<file path="src/rtl/program_loader.sv">
// ---------------------------------------------------------------------------
// program_loader
//
// Upstream feeder for the single-cycle cpu. It consumes a byte stream of the
// form { N[15:8], N[7:0], 4*N image bytes (big-endian words) }. It assembles
// each group of four bytes into a 32-bit instruction and writes it into the
// cpu's instruction memory through a one-cycle initialize strobe. The cpu is
// held in reset until a complete image has been written.
//
// Parameters:
//   BASE_ADDR - byte address of the first instruction word
//   MAX_WORDS - largest accepted word count; a larger header is an error
//
// Ports:
//   clk                            in   system clock, rising edge
//   rst                            in   asynchronous active-high reset
//   load_start                     in   one-cycle load request (IDLE/DONE/ERR)
//   byte_valid                     in   byte_data is valid this cycle
//   byte_data[7:0]                 in   stream byte
//   byte_ready                     out  byte accepted when valid & ready
//   initialize                     out  instruction-memory write strobe
//   instruction_initialize_data    out  assembled instruction word
//   instruction_initialize_address out  byte address of that word
//   cpu_rst                        out  reset to the cpu (combinational)
//   done                           out  image loaded successfully (level)
//   error                          out  header exceeded MAX_WORDS (level)
// ---------------------------------------------------------------------------
module program_loader #(
    parameter logic [31:0] BASE_ADDR = 32'h0000_0000,
    parameter int          MAX_WORDS = 64
) (
    input  logic        clk,
    input  logic        rst,
    input  logic        load_start,
    input  logic        byte_valid,
    input  logic [7:0]  byte_data,
    output logic        byte_ready,
    output logic        initialize,
    output logic [31:0] instruction_initialize_data,
    output logic [31:0] instruction_initialize_address,
    output logic        cpu_rst,
    output logic        done,
    output logic        error
);

    typedef enum logic [2:0] {
        S_IDLE,
        S_LEN_HI,
        S_LEN_LO,
        S_DATA,
        S_WRITE,
        S_DONE,
        S_ERR
    } state_t;

    localparam logic [15:0] MAX_WORDS_W = 16'(MAX_WORDS);

    state_t      state_reg, state_next;
    logic [15:0] count_reg, count_next;      // header word count N
    logic [15:0] words_reg, words_next;      // words written so far
    logic [1:0]  idx_reg, idx_next;          // byte position within a word
    logic [31:0] word_reg, word_next;        // shift register for assembly
    logic        init_reg, init_next;
    logic [31:0] data_reg, data_next;
    logic [31:0] addr_reg, addr_next;
    logic        ready_reg, ready_next;
    logic        done_reg, done_next;
    logic        error_reg, error_next;

    logic        xfer;
    logic [15:0] len_full;
    logic [15:0] words_inc;
    logic [31:0] word_shifted;

    assign xfer         = byte_valid & ready_reg;
    assign len_full     = {count_reg[15:8], byte_data};
    assign words_inc    = words_reg + 16'd1;
    assign word_shifted = {word_reg[23:0], byte_data};

    // -----------------------------------------------------------------------
    // Next-state and registered-output logic
    // -----------------------------------------------------------------------
    always_comb begin
        state_next = state_reg;
        count_next = count_reg;
        words_next = words_reg;
        idx_next   = idx_reg;
        word_next  = word_reg;
        init_next  = 1'b0;
        data_next  = data_reg;
        addr_next  = addr_reg;

        case (state_reg)
            S_IDLE: begin
                if (load_start) begin
                    state_next = S_LEN_HI;
                end
            end

            S_LEN_HI: begin
                if (xfer) begin
                    count_next[15:8] = byte_data;
                    state_next       = S_LEN_LO;
                end
            end

            S_LEN_LO: begin
                if (xfer) begin
                    count_next = len_full;
                    if (len_full == 16'd0) begin
                        state_next = S_DONE;
                    end else if (len_full > MAX_WORDS_W) begin
                        state_next = S_ERR;
                    end else begin
                        state_next = S_DATA;
                        words_next = 16'd0;
                        idx_next   = 2'd0;
                    end
                end
            end

            S_DATA: begin
                if (xfer) begin
                    word_next = word_shifted;
                    idx_next  = idx_reg + 2'd1;
                    if (idx_reg == 2'd3) begin
                        // Strobe, data and address are registered on the
                        // same edge so they line up during the WRITE cycle.
                        state_next = S_WRITE;
                        init_next  = 1'b1;
                        data_next  = word_shifted;
                        addr_next  = BASE_ADDR + {14'd0, words_reg, 2'b00};
                    end
                end
            end

            S_WRITE: begin
                words_next = words_inc;
                if (words_inc == count_reg) begin
                    state_next = S_DONE;
                end else begin
                    state_next = S_DATA;
                end
            end

            S_DONE, S_ERR: begin
                if (load_start) begin
                    state_next = S_LEN_HI;
                end
            end

            default: begin
                state_next = S_IDLE;
            end
        endcase

        // Level outputs follow the state being entered so they are valid
        // for the whole of that state while still coming from flops.
        ready_next = (state_next == S_LEN_HI) ||
                     (state_next == S_LEN_LO) ||
                     (state_next == S_DATA);
        done_next  = (state_next == S_DONE);
        error_next = (state_next == S_ERR);
    end

    always_ff @(posedge clk or posedge rst) begin
        if (rst) begin
            state_reg <= S_IDLE;
            count_reg <= 16'd0;
            words_reg <= 16'd0;
            idx_reg   <= 2'd0;
            word_reg  <= 32'd0;
            init_reg  <= 1'b0;
            data_reg  <= 32'd0;
            addr_reg  <= BASE_ADDR;
            ready_reg <= 1'b0;
            done_reg  <= 1'b0;
            error_reg <= 1'b0;
        end else begin
            state_reg <= state_next;
            count_reg <= count_next;
            words_reg <= words_next;
            idx_reg   <= idx_next;
            word_reg  <= word_next;
            init_reg  <= init_next;
            data_reg  <= data_next;
            addr_reg  <= addr_next;
            ready_reg <= ready_next;
            done_reg  <= done_next;
            error_reg <= error_next;
        end
    end

    assign byte_ready                     = ready_reg;
    assign initialize                     = init_reg;
    assign instruction_initialize_data    = data_reg;
    assign instruction_initialize_address = addr_reg;
    assign done                           = done_reg;
    assign error                          = error_reg;

    // Combinational so the cpu is held the instant reset asserts or a load
    // begins; it never runs a partial or absent image.
    assign cpu_rst = rst | (state_reg != S_DONE);

endmodule
</file>
<file path="config.mk">
export PLATFORM = sky130hd
export DESIGN_NAME = program_loader
export DESIGN_NICKNAME = d
export VERILOG_FILES = /design/src/rtl/program_loader.sv
export SDC_FILE = /design/constraint.sdc
export NUM_CORES = 1
export LEC_CHECK = 0
export ABC_AREA = 1
export BUFFER_PORTS_ARGS = -buffer_cell sky130_fd_sc_hd__buf_2
export CAP_MARGIN = 40
export CORE_MARGIN = 3
export CORE_UTILIZATION = 42
export DETAILED_ROUTE_END_ITERATION = 10
export HOLD_SLACK_MARGIN = 0.03
export PLACE_DENSITY = 0.67
export REMOVE_ABC_BUFFERS = 1
export SETUP_SLACK_MARGIN = 0.05
export SYNTH_ARGS = -nofsm -noshare
export SYNTH_HDL_FRONTEND = slang
export SYNTH_SLANG_ARGS = --single-unit
</file>
<file path="constraint.sdc">
create_clock -name clk -period 3.9 [get_ports clk]
set_clock_uncertainty 0.2 [all_clocks]
set_input_delay 0.39 -clock clk [delete_from_list [all_inputs] [get_ports clk]]
set_output_delay 0.39 -clock clk [all_outputs]
set_load 0.02 [all_outputs]
</file>
==> flow_summary.ini <==
[outcome]
status = finished, final reports clean

[setup_path]
r2r_cells = 16
cp_data_required_time_ns = 3.31
cp_max_fo = 49
worstSetupEndpointType = output port
timing.rr.start = words_reg[0]
worstPathArrival_ns = 1.84
criticalPathCategory = primary input to output port
r2r-end = error
startpoint_type = primary input
rrSetupSlack_ns = 1.54

[floorplan]
die_w_um = 117.4
core-area_um2 = 12060
dieArea_um2 = 13790
start_util = 0.4325
num_io_pins = 81
die_y_um = 117.4
rows = 40

[synthesis]
synth_top_flop_cell = dfrtp_1
synth_top_area_cell = dfrtp_1
synthArstFlopShare = 1.000
ys_types = 35
synth_most_common_cell = nand2_1
ys_ff_latch = 113
synthTopCellsByArea = dfrtp_1 54%, nand2_1 11%, o21ai_0 10%
synth_edf_count = 0
yosysWarnings = 0
synth_commonest_cells = 159 x nand2_1, 113 x dfrtp_1, 105 x o21ai_0
synthesis.area_um2 = 5216
yosysSeqAreaShare = 0.5421
post_synth.cell_area_avg_um2 = 8.454
syn_inst = 617
synth_top_area_share = 0.5421

[final_layout]
nets = 699
area_growth_pct = 19.84
final_util = 0.5183
antenna_cells = 0
largest_register_ffs = 32
drive_gt1_frac = 0.1750
final_cell_area_um2 = 6251

[cts]
cts_tree = done
cts_buffer_depth = 2
root_buffer = clkbuf_16
insertion_delay_ns = 0.41
clock-sinks = 113
htree_levels = 4
cts_buffers = 17
cts_resized = 0
postCtsSetupBuffers = 0
cts.reportedPaths.clkPinSlew_ns = 0.05

[route]
wl_per_cell_um = 13.55
detail_route.wirelength_um = 11720
postRouteAntennaNets = 0
drt_pass1_iterations = 5
drt_iter0_drc = 288
dr_total_vias = 4224
via_per_inst = 4.883
route.detailed.drc = 0

[grt]
antenna_found_initial = 0
grt_overflow = 0
grt_max_degree = 67
grt_pass1_wl_um = 19370
grt_pass1_vias = 4023
grt_usage = 0.1750

[place]
io_buffers = 64
place_congestion = 0.8110
hpwlAfterDp_um = 8148
postPlaceCellArea_um2 = 5647

[timing]
maxSlewViolCount = 0
finalCritPeriodShare = 0.6219
final-hold-violation-count = 0
fmax_mhz = 412.3
maxSlewHeadroom = 0.4378
rsz0062_at_grt = false
period_needed_ns = 2.425
finalSetupViolCount = 0
worstMarginPinSlew_ns = 0.8434

[flow_run]
drv_cap = 0

[power]
vdd_drop_max_v = 0.0003025
p_leak_nw = 3.130
p_per_area_nw_per_um2 = 827.3

[worst_hold_path]
min_path_cells = 3
hold_end = word_reg[1]
worstHoldStart = byte_data[1]
hold_path.class = primary input to flip-flop
report_power, final:
group	total (W)	internal (W)	switching (W)
clock	0.00155	0.00103	0.000522
combinational	0.00164	0.000558	0.00108
sequential	0.00198	0.00165	0.000329
total	0.00517	0.00324	0.00193
per-layer routing:
layer  track usage  part of all wire  vias to the layer above
met3       0.06027             0.069                       19
met5             0                 0                        -
li1              -                 -                     2091
met2        0.2666              0.45                      145
met1        0.2298              0.46                     1969
met4       0.07111             0.015                        0
critical path, stage by stage:
cell,delay [ns]
dlygate4sd3_1,0.53
buf_2,0.13
inv_4,0.42
nand3_1,0.15
buf_2,0.18
cell type report:
| type | instances | area, µm² |
|---|---|---|
| sequential | 113 | 2828 |
| tap | 168 | 210.2 |
| timing repair buffer | 70 | 367.9 |
| fill | 1119 | 5811 |
| clock buffer | 20 | 456.7 |
| inverter | 82 | 310.3 |
| multi-input combinational | 401 | 1941 |
| clock inverter | 11 | 137.6 |
per-stage QoR:
step / instances / TNS, ns / hold WS, ns / setup WS, ns / total power [W]
CTS: 865 / 0 / 0.03609 / 1.436 / 0.005208
finish: 865 / 0 / 0.06141 / 1.475 / 0.005171
global placement: 833 / 0 / 0.2606 / 1.634 / 0.003569
detailed placement: 833 / 0 / 0.2685 / 1.527 / 0.003634
floorplan: 596 / -0.07718 / 0.2530 / -0.07718 / 0.003103
global route: 865 / 0 / 0.04828 / 1.301 / 0.005524
how the worst max path moves through the flow:
stage,start,to,slack (ns),cells past startpoint
2_1_floorplan,rst,cpu_rst,-0.08,2
3_3_place_gp,words_reg[0],byte_ready,1.63,16
3_5_place_dp,byte_valid,instruction_initialize_address[7],1.53,6
4_1_cts,rst,cpu_rst,1.44,5
5_1_grt,idx_reg[0],instruction_initialize_data[2],1.30,7
6_report,rst,cpu_rst,1.47,5
logic make-up after synthesis:
| group | after synthesis | share of synthesized area |
|---|---|---|
| simple gates | 253 | 0.2190 |
| compound gates | 125 | 0.1247 |
| buf+inv | 118 | 0.09763 |
| flops | 113 | 0.5421 |
| xor+xnor | 5 | 0.01103 |
| fa+ha+maj | 2 | 0.004797 |
| other cells | 1 | 0.0007189 |
layout by cell type, fill, tap and decap left out, drive strengths merged:
| cell | n |
|---|---|
| nand3b | 1 |
| clkinvlp | 3 |
| conb | 16 |
| clkbuf | 20 |
| dfrtp | 113 |
| or2 | 1 |
| xor2 | 2 |
| a21oi | 6 |
| o22ai | 7 |
| xnor3 | 1 |
| o31ai | 1 |
| nand4 | 9 |
| nor3 | 3 |
| o21a | 1 |
| bufinv | 3 |
| inv | 82 |
| o221ai | 1 |
| nand2 | 163 |
| clkinv | 5 |
| a311oi | 1 |
| o21ai | 108 |
| buf | 69 |
| ha | 2 |
| dlygate4sd3 | 1 |
| xnor2 | 2 |
| nand3 | 45 |
| nor2 | 31 |
repair_timing:
action | CTS | global route
endpoints found under the setup margin | 0 | 0
hold endpoints to repair | 47 | 0
hold buffers | 1 | 0
(Power assumes the default switching activity.)
